==> src/rtl/synth_regfile.sv <==
// Small register file with per-entry valid bits, two combinational read ports,
// one write port, one invalidate port and a running count of valid entries.
module synth_regfile #(
    parameter int unsigned WIDTH   = 8,
    parameter int unsigned DEPTH   = 4,
    parameter int unsigned NEGEDGE = 1,
    parameter int unsigned AW      = 2
) (
    input  logic                         clk,
    input  logic                         rst_n,
    input  logic                         we,
    input  logic [AW-1:0]                waddr,
    input  logic [WIDTH-1:0]             wdata,
    input  logic                         inv,
    input  logic [AW-1:0]                iaddr,
    input  logic [AW-1:0]                raddr0,
    input  logic [AW-1:0]                raddr1,
    output logic [WIDTH-1:0]             rdata0,
    output logic [WIDTH-1:0]             rdata1,
    output logic                         rvalid0,
    output logic                         rvalid1,
    output logic [$clog2(DEPTH+1)-1:0]   count
);

    localparam int unsigned CW = $clog2(DEPTH + 1);

    logic [WIDTH-1:0] r_data [DEPTH];
    logic [DEPTH-1:0] r_valid;
    logic [CW-1:0]    r_count;

    logic [WIDTH-1:0] w_data_nxt [DEPTH];
    logic [DEPTH-1:0] w_valid_nxt;
    logic [CW-1:0]    w_count_nxt;
    logic             w_we_ok;
    logic             w_inv_ok;
    logic             w_inc;
    logic             w_dec;
    logic             w_r0_ok;
    logic             w_r1_ok;

    // Out-of-range addresses are legal inputs when DEPTH is not a power of two.
    assign w_we_ok  = we  && (32'(waddr)  < DEPTH);
    assign w_inv_ok = inv && (32'(iaddr)  < DEPTH);
    assign w_r0_ok  = (32'(raddr0) < DEPTH);
    assign w_r1_ok  = (32'(raddr1) < DEPTH);

    // Count moves only on real valid-bit transitions; a write to the entry being
    // invalidated wins, so that invalidate never decrements.
    assign w_inc = w_we_ok && !r_valid[waddr];
    assign w_dec = w_inv_ok && r_valid[iaddr] && !(w_we_ok && (waddr == iaddr));

    always_comb begin
        w_data_nxt  = r_data;
        w_valid_nxt = r_valid;
        w_count_nxt = r_count + CW'(w_inc) - CW'(w_dec);
        if (w_inv_ok) begin
            w_valid_nxt[iaddr] = 1'b0;
        end
        if (w_we_ok) begin
            w_valid_nxt[waddr] = 1'b1;
            w_data_nxt[waddr]  = wdata;
        end
    end

    // State register on the edge chosen by NEGEDGE; reset is sampled on that edge.
    generate
        if (NEGEDGE != 0) begin : g_neg
            always_ff @(negedge clk) begin
                if (!rst_n) begin
                    for (int i = 0; i < int'(DEPTH); i++) begin
                        r_data[i] <= '0;
                    end
                    r_valid <= '0;
                    r_count <= '0;
                end else begin
                    r_data  <= w_data_nxt;
                    r_valid <= w_valid_nxt;
                    r_count <= w_count_nxt;
                end
            end
        end else begin : g_pos
            always_ff @(posedge clk) begin
                if (!rst_n) begin
                    for (int i = 0; i < int'(DEPTH); i++) begin
                        r_data[i] <= '0;
                    end
                    r_valid <= '0;
                    r_count <= '0;
                end else begin
                    r_data  <= w_data_nxt;
                    r_valid <= w_valid_nxt;
                    r_count <= w_count_nxt;
                end
            end
        end
    endgenerate

    assign rdata0  = w_r0_ok ? r_data[raddr0]  : '0;
    assign rvalid0 = w_r0_ok ? r_valid[raddr0] : 1'b0;
    assign rdata1  = w_r1_ok ? r_data[raddr1]  : '0;
    assign rvalid1 = w_r1_ok ? r_valid[raddr1] : 1'b0;
    assign count   = r_count;

endmodule

==> config.mk <==
export PLATFORM = sky130hd
export DESIGN_NAME = synth_regfile
export DESIGN_NICKNAME = d
export VERILOG_FILES = /design/src/rtl/synth_regfile.sv
export SDC_FILE = /design/constraint.sdc
export NUM_CORES = 1
export LEC_CHECK = 0
export BUFFER_PORTS_ARGS = -buffer_cell sky130_fd_sc_hd__buf_4
export CAP_MARGIN = 30
export CORE_MARGIN = 1.5
export CORE_UTILIZATION = 59
export DETAILED_ROUTE_END_ITERATION = 10
export PLACE_DENSITY_LB_ADDON = 0.15
export SLEW_MARGIN = 20
export SYNTH_ARGS = -nofsm -noshare
export SYNTH_HDL_FRONTEND = slang
export SYNTH_SLANG_ARGS = --single-unit
export TNS_END_PERCENT = 5
==> constraint.sdc <==
create_clock -name clk -period 3.3 [get_ports clk]
set_input_delay 0.33 -clock clk [delete_from_list [all_inputs] [get_ports clk]]
set_output_delay 0.33 -clock clk [all_outputs]
set_load 0.03 [all_outputs]
[Yosys cells after proc, flatten, opt, wreduce, memory -nomap -nowiden]
Index checks and enable logic that the tools add are counted.
Operators by class
  add/subtract/negate cells: 2
  order comparisons: 10
  eq/ne operators: 1
  muxes and demuxes: 23
  bitwise operators: 6
  reductions and logical operators: 9
Operators with widths (number)
  two-way mux 8 bit: 5
  binary-select mux 8 bit (select 2 bit): 2
  bitwise mux 32 bit: 1
  demux 8 bit (select 2 bit): 1
  less-than comparator 2 x 3 -> 1 bit (second input constant): 4
  greater-or-equal comparator 3 bit (second input constant): 3
  inverter 2 -> 3 bit: 3
  binary-select mux 1 bit (select 2 bit): 4
  two-way mux 4 bit: 2
  logical AND 1 bit: 7
  two-way mux 1 bit: 6
  bitwise AND 4 bit: 1
  demux 1 bit (select 2 bit): 2
  greater-or-equal comparator 2 x 1 -> 1 bit (second input constant): 2
  inverter 4 bit: 1
  OR 4 bit: 1
  adder 3 x 1 -> 3 bit: 1
  less-than comparator 3 x 1 -> 1 bit (second input constant): 1
  subtractor 3 x 1 -> 3 bit: 1
  equality test 2 bit: 1
  logical NOT 1 bit: 2
Storage, ports and cells
  flip-flop bits (word level): 39
  input bits: 20
  output and inout port bits: 21
  word-level logic and storage cells: 57

[Longest topological paths before layout]
Gate-level depths: netlist of run 1.
  depth in word-level cells: 9
  depth in mapped cells: 10
  gate-level depth less buffers: 9

==> out/metrics.cfg, run 1 <==
[status]
status = finished with violations
violations = setup timing

[die]
io-pin-count = 41
horizontal_die_dimension_um = 62.2
dieHeight_um = 62.2
floorplan.core_area_um2 = 3340
placementRows = 21
initial_utilization = 0.619
design.die.area_um2 = 3870

[setup_path]
worstPathCellList = buf_6 -> mux4_2 -> and3_4 -> ha_4 -> inv_2 -> ha_4 -> fa_2 -> xnor2_1 -> and2_1
critical_path_buf_inv_count = 2
crit_path_frequent_cell = sky130_fd_sc_hd__ha_4
worst-setup-path-type = input pin to flip-flop
critical_path_peak_fanout = 2
startpoint_type = input pin
max_stage_delay_ns = 0.47
cpLargestDelayFamily = adder cells
timing.critical_path.to_type = flip-flop
cpMaxStageDelayCell = sky130_fd_sc_hd__mux4_2
required_ns = 1.94
timing.critical_path.arrival_ns = 2.10

[sta]
report.final.setup_viol = 20
rsz_0062_raised_after_global_routing = true
worstMarginPinSlew_ns = 0.402
fin_ws_ns = -0.153
hold_viol_final = 0
fin_worst_skew_ns = 0.0167
slew_violations = 0
timing.slew.headroom = 0.731

[clocking]
clock_tree_from_tritoncts = done
clockBufferDepth = 2
postCtsHoldBufs = 0
clk_latency_ns = 0.41
clock_pin_slew_of_the_registers_on_the_worst_case_setup_and_hold_paths_ns = 0.04
tritoncts.num_buffers = 5
numClockSinks = 39
ctsRootBufferMaster = sky130_fd_sc_hd__clkbuf_4
htree_num_levels = 2

[global_routing]
wire_length_of_the_first_global_routing_pass_mm = 8.13
globalRouteOverflowTotal = 0
grt_usage = 0.274
grt_max_degree = 40
grt_antenna_before_repair = 0
vias_in_the_first_global_route = 1806

[logic_synthesis]
synth-seq-cells = 39
synth_nets = 201
postSynthCellCount = 178
post_synth_design_cell_area_um2 = 2070
ys_types = 26
seq_area_frac_synth = 0.378
syn_avg_cell_area_um2 = 11.6
synth.yosys.warnings = 0

[layout]
antenna_cells = 0
layout-drive-gt1-share = 0.382
final_net_count = 282
fin_cells = 305
syn2layout_area_growth_pct = 32.8
final_cell_mix = 42 x sky130_fd_sc_hd__inv_1, 29 x sky130_fd_sc_hd__buf_4, 26 x sky130_fd_sc_hd__nor2b_1, 25 x sky130_fd_sc_hd__dfxtp_1, 24 x sky130_fd_sc_hd__mux2i_1
most_common_library_cell_in_the_layout_ignoring_fill_and_taps = sky130_fd_sc_hd__inv_1
finish.utilization = 0.822

[run]
drv.max_cap_violation_count = 0

[power_and_ir_drop]
internal_portion_of_total_power_mw = 0.756
power_frac_clock = 0.360
peakVddDrop_uv = 384
p_switching_mw = 0.421
proportion_of_total_power_due_to_net_switching = 0.358
power.share.sequential = 0.439
leakage_nw = 1.28
combinationalPowerShare = 0.200
power_density_nw_per_um2 = 429

[placed_design]
gp_congestion = 0.842
placed_cells_incl_taps = 260
dpl.hpwl_mm = 2.98
numPortBuffers = 40

[routing]
final_antenna_net_count = 0
route.detailed.vias_per_inst = 5.50
remaining_drc_errors = 0
detailedRoute.firstPassIterationCount = 4
vias = 1677
first_iter_violations = 52
avgRoutedWirePerCell_um = 16.0
detail_route.wirelength_mm = 4.88

[hold_path]
min-delay-path-class = flip-flop to flip-flop

flip-flops by register name, summed over array words and instances, names as in the netlist:
name / cells
count: 3
r_data: 32
r_valid: 4
worst reg2reg max path, delay by kind of cell, from the launching register on:
kind	cells	cell delay [ns]
muxes	1	0.46
xor gates and xnor gates	1	0.13
DFF	1	0.35
and+or+nand+nor	2	0.31
adders and majority gates	3	0.73
buffers and inverters	1	0.04
area by class of cell:
class	count	area (µm²)
fill	206	593
sequential	39	798
inverter	3	11.3
multi-input combinational	122	1240
tap	46	57.6
timing repair buffer	49	447
clock inverter	41	156
clock buffer	5	37.5
per-stage QoR:
step                      setup WS [ns]  total power, mW  hold slack, ns  area, µm²  setup TNS (ns)
after detailed placement         -0.658            0.822           0.459       2440           -1.48
after global routing             -0.172             1.25           0.492       2740           -1.85
after global placement           -0.608            0.812           0.448       2440           -1.36
final                            -0.153             1.18           0.460       2740          -0.956
after CTS                        -0.148             1.19           0.464       2730           -1.10
after floorplan                  -0.546            0.743           0.442       2100           -1.17
worst paths after layout:
path              start         to  slack [ns]  cells after the start
max            iaddr[0]   count[2]       -0.15                      9
min           r_data[4]  r_data[4]        0.46                      2
max reg2reg  r_valid[0]   count[2]        1.16                      8
min reg2reg   r_data[4]  r_data[4]        0.46                      2
routing by layer:
layer / routed length, µm / global-route usage
met1: 1960 / 0.314
met2: 2570 / 0.442
met3: 282 / 0.111
met4: 69 / 0.144
met5: 0 / 0
synth_stat cells:
cell,n,area [µm²]
sky130_fd_sc_hd__mux4_2,20,450
sky130_fd_sc_hd__o21ai_0,1,5.00
sky130_fd_sc_hd__nand3_1,3,15.0
sky130_fd_sc_hd__and3_2,1,7.51
sky130_fd_sc_hd__xor2_1,1,8.76
sky130_fd_sc_hd__mux2i_1,24,240
sky130_fd_sc_hd__xnor2_1,3,26.3
sky130_fd_sc_hd__nand2b_1,1,6.26
sky130_fd_sc_hd__fa_1,1,20.0
sky130_fd_sc_hd__dfxtp_1,39,781
sky130_fd_sc_hd__or3b_2,1,8.76
sky130_fd_sc_hd__nor3b_2,1,12.5
sky130_fd_sc_hd__and3_1,1,6.26
sky130_fd_sc_hd__buf_6,3,33.8
sky130_fd_sc_hd__nand3b_1,3,22.5
sky130_fd_sc_hd__buf_2,2,10.0
sky130_fd_sc_hd__a21oi_1,2,10.0
sky130_fd_sc_hd__and2_1,3,18.8
sky130_fd_sc_hd__inv_1,4,15.0
sky130_fd_sc_hd__a21boi_1,8,60.1
sky130_fd_sc_hd__nand2_1,18,67.6
sky130_fd_sc_hd__clkbuf_1,6,22.5
sky130_fd_sc_hd__nor2b_1,26,163
sky130_fd_sc_hd__ha_1,2,25.0
sky130_fd_sc_hd__buf_4,2,15.0
sky130_fd_sc_hd__a21boi_0,2,15.0
power by group through the flow:
stage | clock [mW] | combinational [mW] | sequential (mW)
floorplan | 0.0740 | 0.135 | 0.535
global placement | 0.0740 | 0.217 | 0.521
detailed placement | 0.0740 | 0.225 | 0.523
CTS | 0.443 | 0.235 | 0.516
global route | 0.483 | 0.252 | 0.518
finish | 0.424 | 0.236 | 0.517
cell families after synthesis:
| family | count (synthesis) | share of synthesized area |
|---|---|---|
| buffers and inverters | 17 | 0.0466 |
| multiplexers | 44 | 0.334 |
| flip-flops | 39 | 0.378 |
| adder cells (fa/ha/maj) | 3 | 0.0218 |
| AND/OR/NAND/NOR | 58 | 0.159 |
| AO/OA/AOI/OAI | 13 | 0.0436 |
| XOR/XNOR | 4 | 0.0170 |
what timing repair did:
item                       in CTS  in global routing
pin swaps                       4                  0
buffers inserted                0                  0
setup endpoints to repair      20                 20
gates resized for setup        31                  6
No activity file was read; power rests on OpenSTA's default activity.
==> run 2: changes to the inputs <==
Settings changed: CORE_UTILIZATION 59 to 50.
==> out/metrics.cfg, run 2 (same netlist as run 1, synthesis figures left out) <==
[sta]
hold_viol_final = 0  ; unchanged
timing.slew.headroom = 0.702  ; -0.0291
worstMarginPinSlew_ns = 0.445  ; +0.0435 ns
fin_ws_ns = -0.221  ; -0.0683 ns
setup_tns_ns = -0.467  ; +0.490 ns
slew_violations = 0  ; unchanged
report.final.setup_viol = 8  ; -60%
fin_worst_skew_ns = 0.0193  ; +0.00258 ns
rsz_0062_raised_after_global_routing = true

[setup_path]
worst_r2r_startpoint = r_valid[3]
worstPathCellList = buf_6 -> mux4_2 -> and3_4 -> ha_4 -> inv_2 -> ha_4 -> fa_2 -> xnor2_1 -> and2_1
critical_path_peak_fanout = 2  ; unchanged
endpoint = count[2]
startpoint_type = input pin
required_ns = 1.90  ; -0.04 ns
rr_endpoint = count[2]
reg2reg_slack_ns = 1.14  ; -0.02 ns
timing.critical_path.arrival_ns = 2.12  ; +0.02 ns
cpMaxStageDelayCell = sky130_fd_sc_hd__mux4_2
setup.worst_path.start = iaddr[0]
timing.critical_path.to_type = flip-flop
worst-r2r-cell-count = 8  ; unchanged
worst-setup-path-type = input pin to flip-flop
crit_path_frequent_cell = sky130_fd_sc_hd__ha_4
max_stage_delay_ns = 0.49  ; +0.02 ns

[power_and_ir_drop]
leakage_nw = 1.30  ; +1.5%
power_density_nw_per_um2 = 480  ; +12%
peakVddDrop_uv = 264  ; -31%
p_total_mw = 1.35  ; +14%

[die]
placementRows = 23  ; +9.5%
horizontal_die_dimension_um = 67.3  ; +8.2%
floorplan.core_area_um2 = 3970  ; +19%
io-pin-count = 41  ; unchanged
initial_utilization = 0.520  ; -0.0989
dieHeight_um = 67.3  ; +8.2%
design.die.area_um2 = 4530  ; +17%

[layout]
syn2layout_area_growth_pct = 35.8
final_cell_mix = 41 x sky130_fd_sc_hd__inv_1, 29 x sky130_fd_sc_hd__buf_4, 26 x sky130_fd_sc_hd__nor2b_1, 24 x sky130_fd_sc_hd__mux2i_1, 24 x sky130_fd_sc_hd__dfxtp_1
largest_register_ff_count = 32  ; unchanged
antenna_cells = 0  ; unchanged
max_flop_register = r_data
layout-drive-gt1-share = 0.388  ; +0.00622
final_net_count = 282  ; unchanged
most_common_library_cell_in_the_layout_ignoring_fill_and_taps = sky130_fd_sc_hd__inv_1

[clocking]
postCtsHoldBufs = 0  ; unchanged
tritoncts.num_buffers = 5  ; unchanged
clock_tree_from_tritoncts = done
clk_latency_ns = 0.37  ; -0.04 ns
ctsRootBufferMaster = sky130_fd_sc_hd__clkbuf_8
clockBufferDepth = 2  ; unchanged
numClockSinks = 39  ; unchanged
htree_num_levels = 2  ; unchanged
clock_pin_slew_of_the_registers_on_the_worst_case_setup_and_hold_paths_ns = 0.03  ; about the same

[global_routing]
grt_util_met2 = 0.427  ; -0.0146
grt_max_degree = 40  ; unchanged
grt_antenna_before_repair = 0  ; unchanged
wire_length_of_the_first_global_routing_pass_mm = 7.98  ; -1.9%
grt_use_met1 = 0.268  ; -0.0457
grt_usage = 0.250  ; -0.0243
top_usage_layer = met2
groute.layer.met3.usage = 0.102  ; -0.00884
globalRouteOverflowTotal = 0  ; unchanged
vias_in_the_first_global_route = 1711  ; -5.3%

[placed_design]
dpl.hpwl_mm = 3.31  ; +11%
gp_congestion = 0.837  ; -0.51%
dp_worst_setup_slack_ns = -0.679  ; -0.0214 ns
numPortBuffers = 40  ; unchanged

[routing]
final_antenna_net_count = 0  ; unchanged
detail_route.wirelength_mm = 4.96  ; +1.7%
vias = 1639  ; -2.3%
route.detailed.vias_per_inst = 5.29  ; -3.8%
remaining_drc_errors = 0  ; unchanged
detailedRoute.firstPassIterationCount = 4  ; unchanged
first_iter_violations = 83  ; +60%
avgRoutedWirePerCell_um = 16.0  ; about the same

[run]
drv.max_cap_violation_count = 0  ; unchanged

[hold_path]
hold-path-cell-count = 2  ; unchanged
min-delay-path-class = flip-flop to flip-flop

[status]
violations = setup timing
status = finished with violations

==> run 2: what timing repair did <==
action	4_1_cts	5_1_grt
setup buffers	0	0
endpoints found under the hold margin	0	0
gates resized for setup	24	12
setup endpoints to repair	18	20
pin swaps	4	0
==> run 2: final cells by class <==
cell class                 instances  area [µm²]
clock buffer                       5        68.8
clock inverter                    42         191
fill                             304        1170
inverter                           3        11.3
multi-input combinational        122        1230
sequential                        39         800
tap                               50        62.6
timing repair buffer              49         443
==> run 2: critical path: cells and delay by family <==
| family | cells | cell delay, ns |
|---|---|---|
| simple gates | 2 | 0.32 |
| fa+ha+maj | 3 | 0.73 |
| buf+inv | 2 | 0.12 |
| xor+xnor | 1 | 0.13 |
| mux | 1 | 0.49 |
==> run 2: routing by layer <==
layer | up-vias | part of all wire | routed length [µm]
met1 | 802 | 0.40 | 2000
met3 | 6 | 0.041 | 202
met2 | 36 | 0.54 | 2690
met4 | 0 | 0.014 | 68
li1 | 795 | - | -
met5 | - | 0 | 0
==> run 2: worst min path at each step <==
stage               from        end  slack, ns
6_report       r_data[0]  r_data[0]       0.46
5_1_grt        r_data[1]  r_data[1]       0.49
4_1_cts        r_data[0]  r_data[0]       0.46
3_5_place_dp   r_data[0]  r_data[0]       0.46
3_3_place_gp   r_data[2]  r_data[2]       0.45
2_1_floorplan  r_data[0]  r_data[0]       0.44
==> run 2: power breakdown <==
part	total [mW]	internal (mW)	switching, mW
Sequential	0.518	0.500	0.0187
Clock	0.593	0.290	0.303
Combinational	0.235	0.119	0.116
==> run 2: per-stage QoR <==
stage                     hold WS, ns   util  cells  instance area [µm²]
final                           0.459  0.706    310                 2810
after CTS                       0.461  0.701    310                 2790
after detailed placement        0.465  0.617    264                 2450
after floorplan                 0.442      -    178                 2100
after global routing            0.489  0.706    310                 2810
after global placement          0.448  0.617    264                 2450
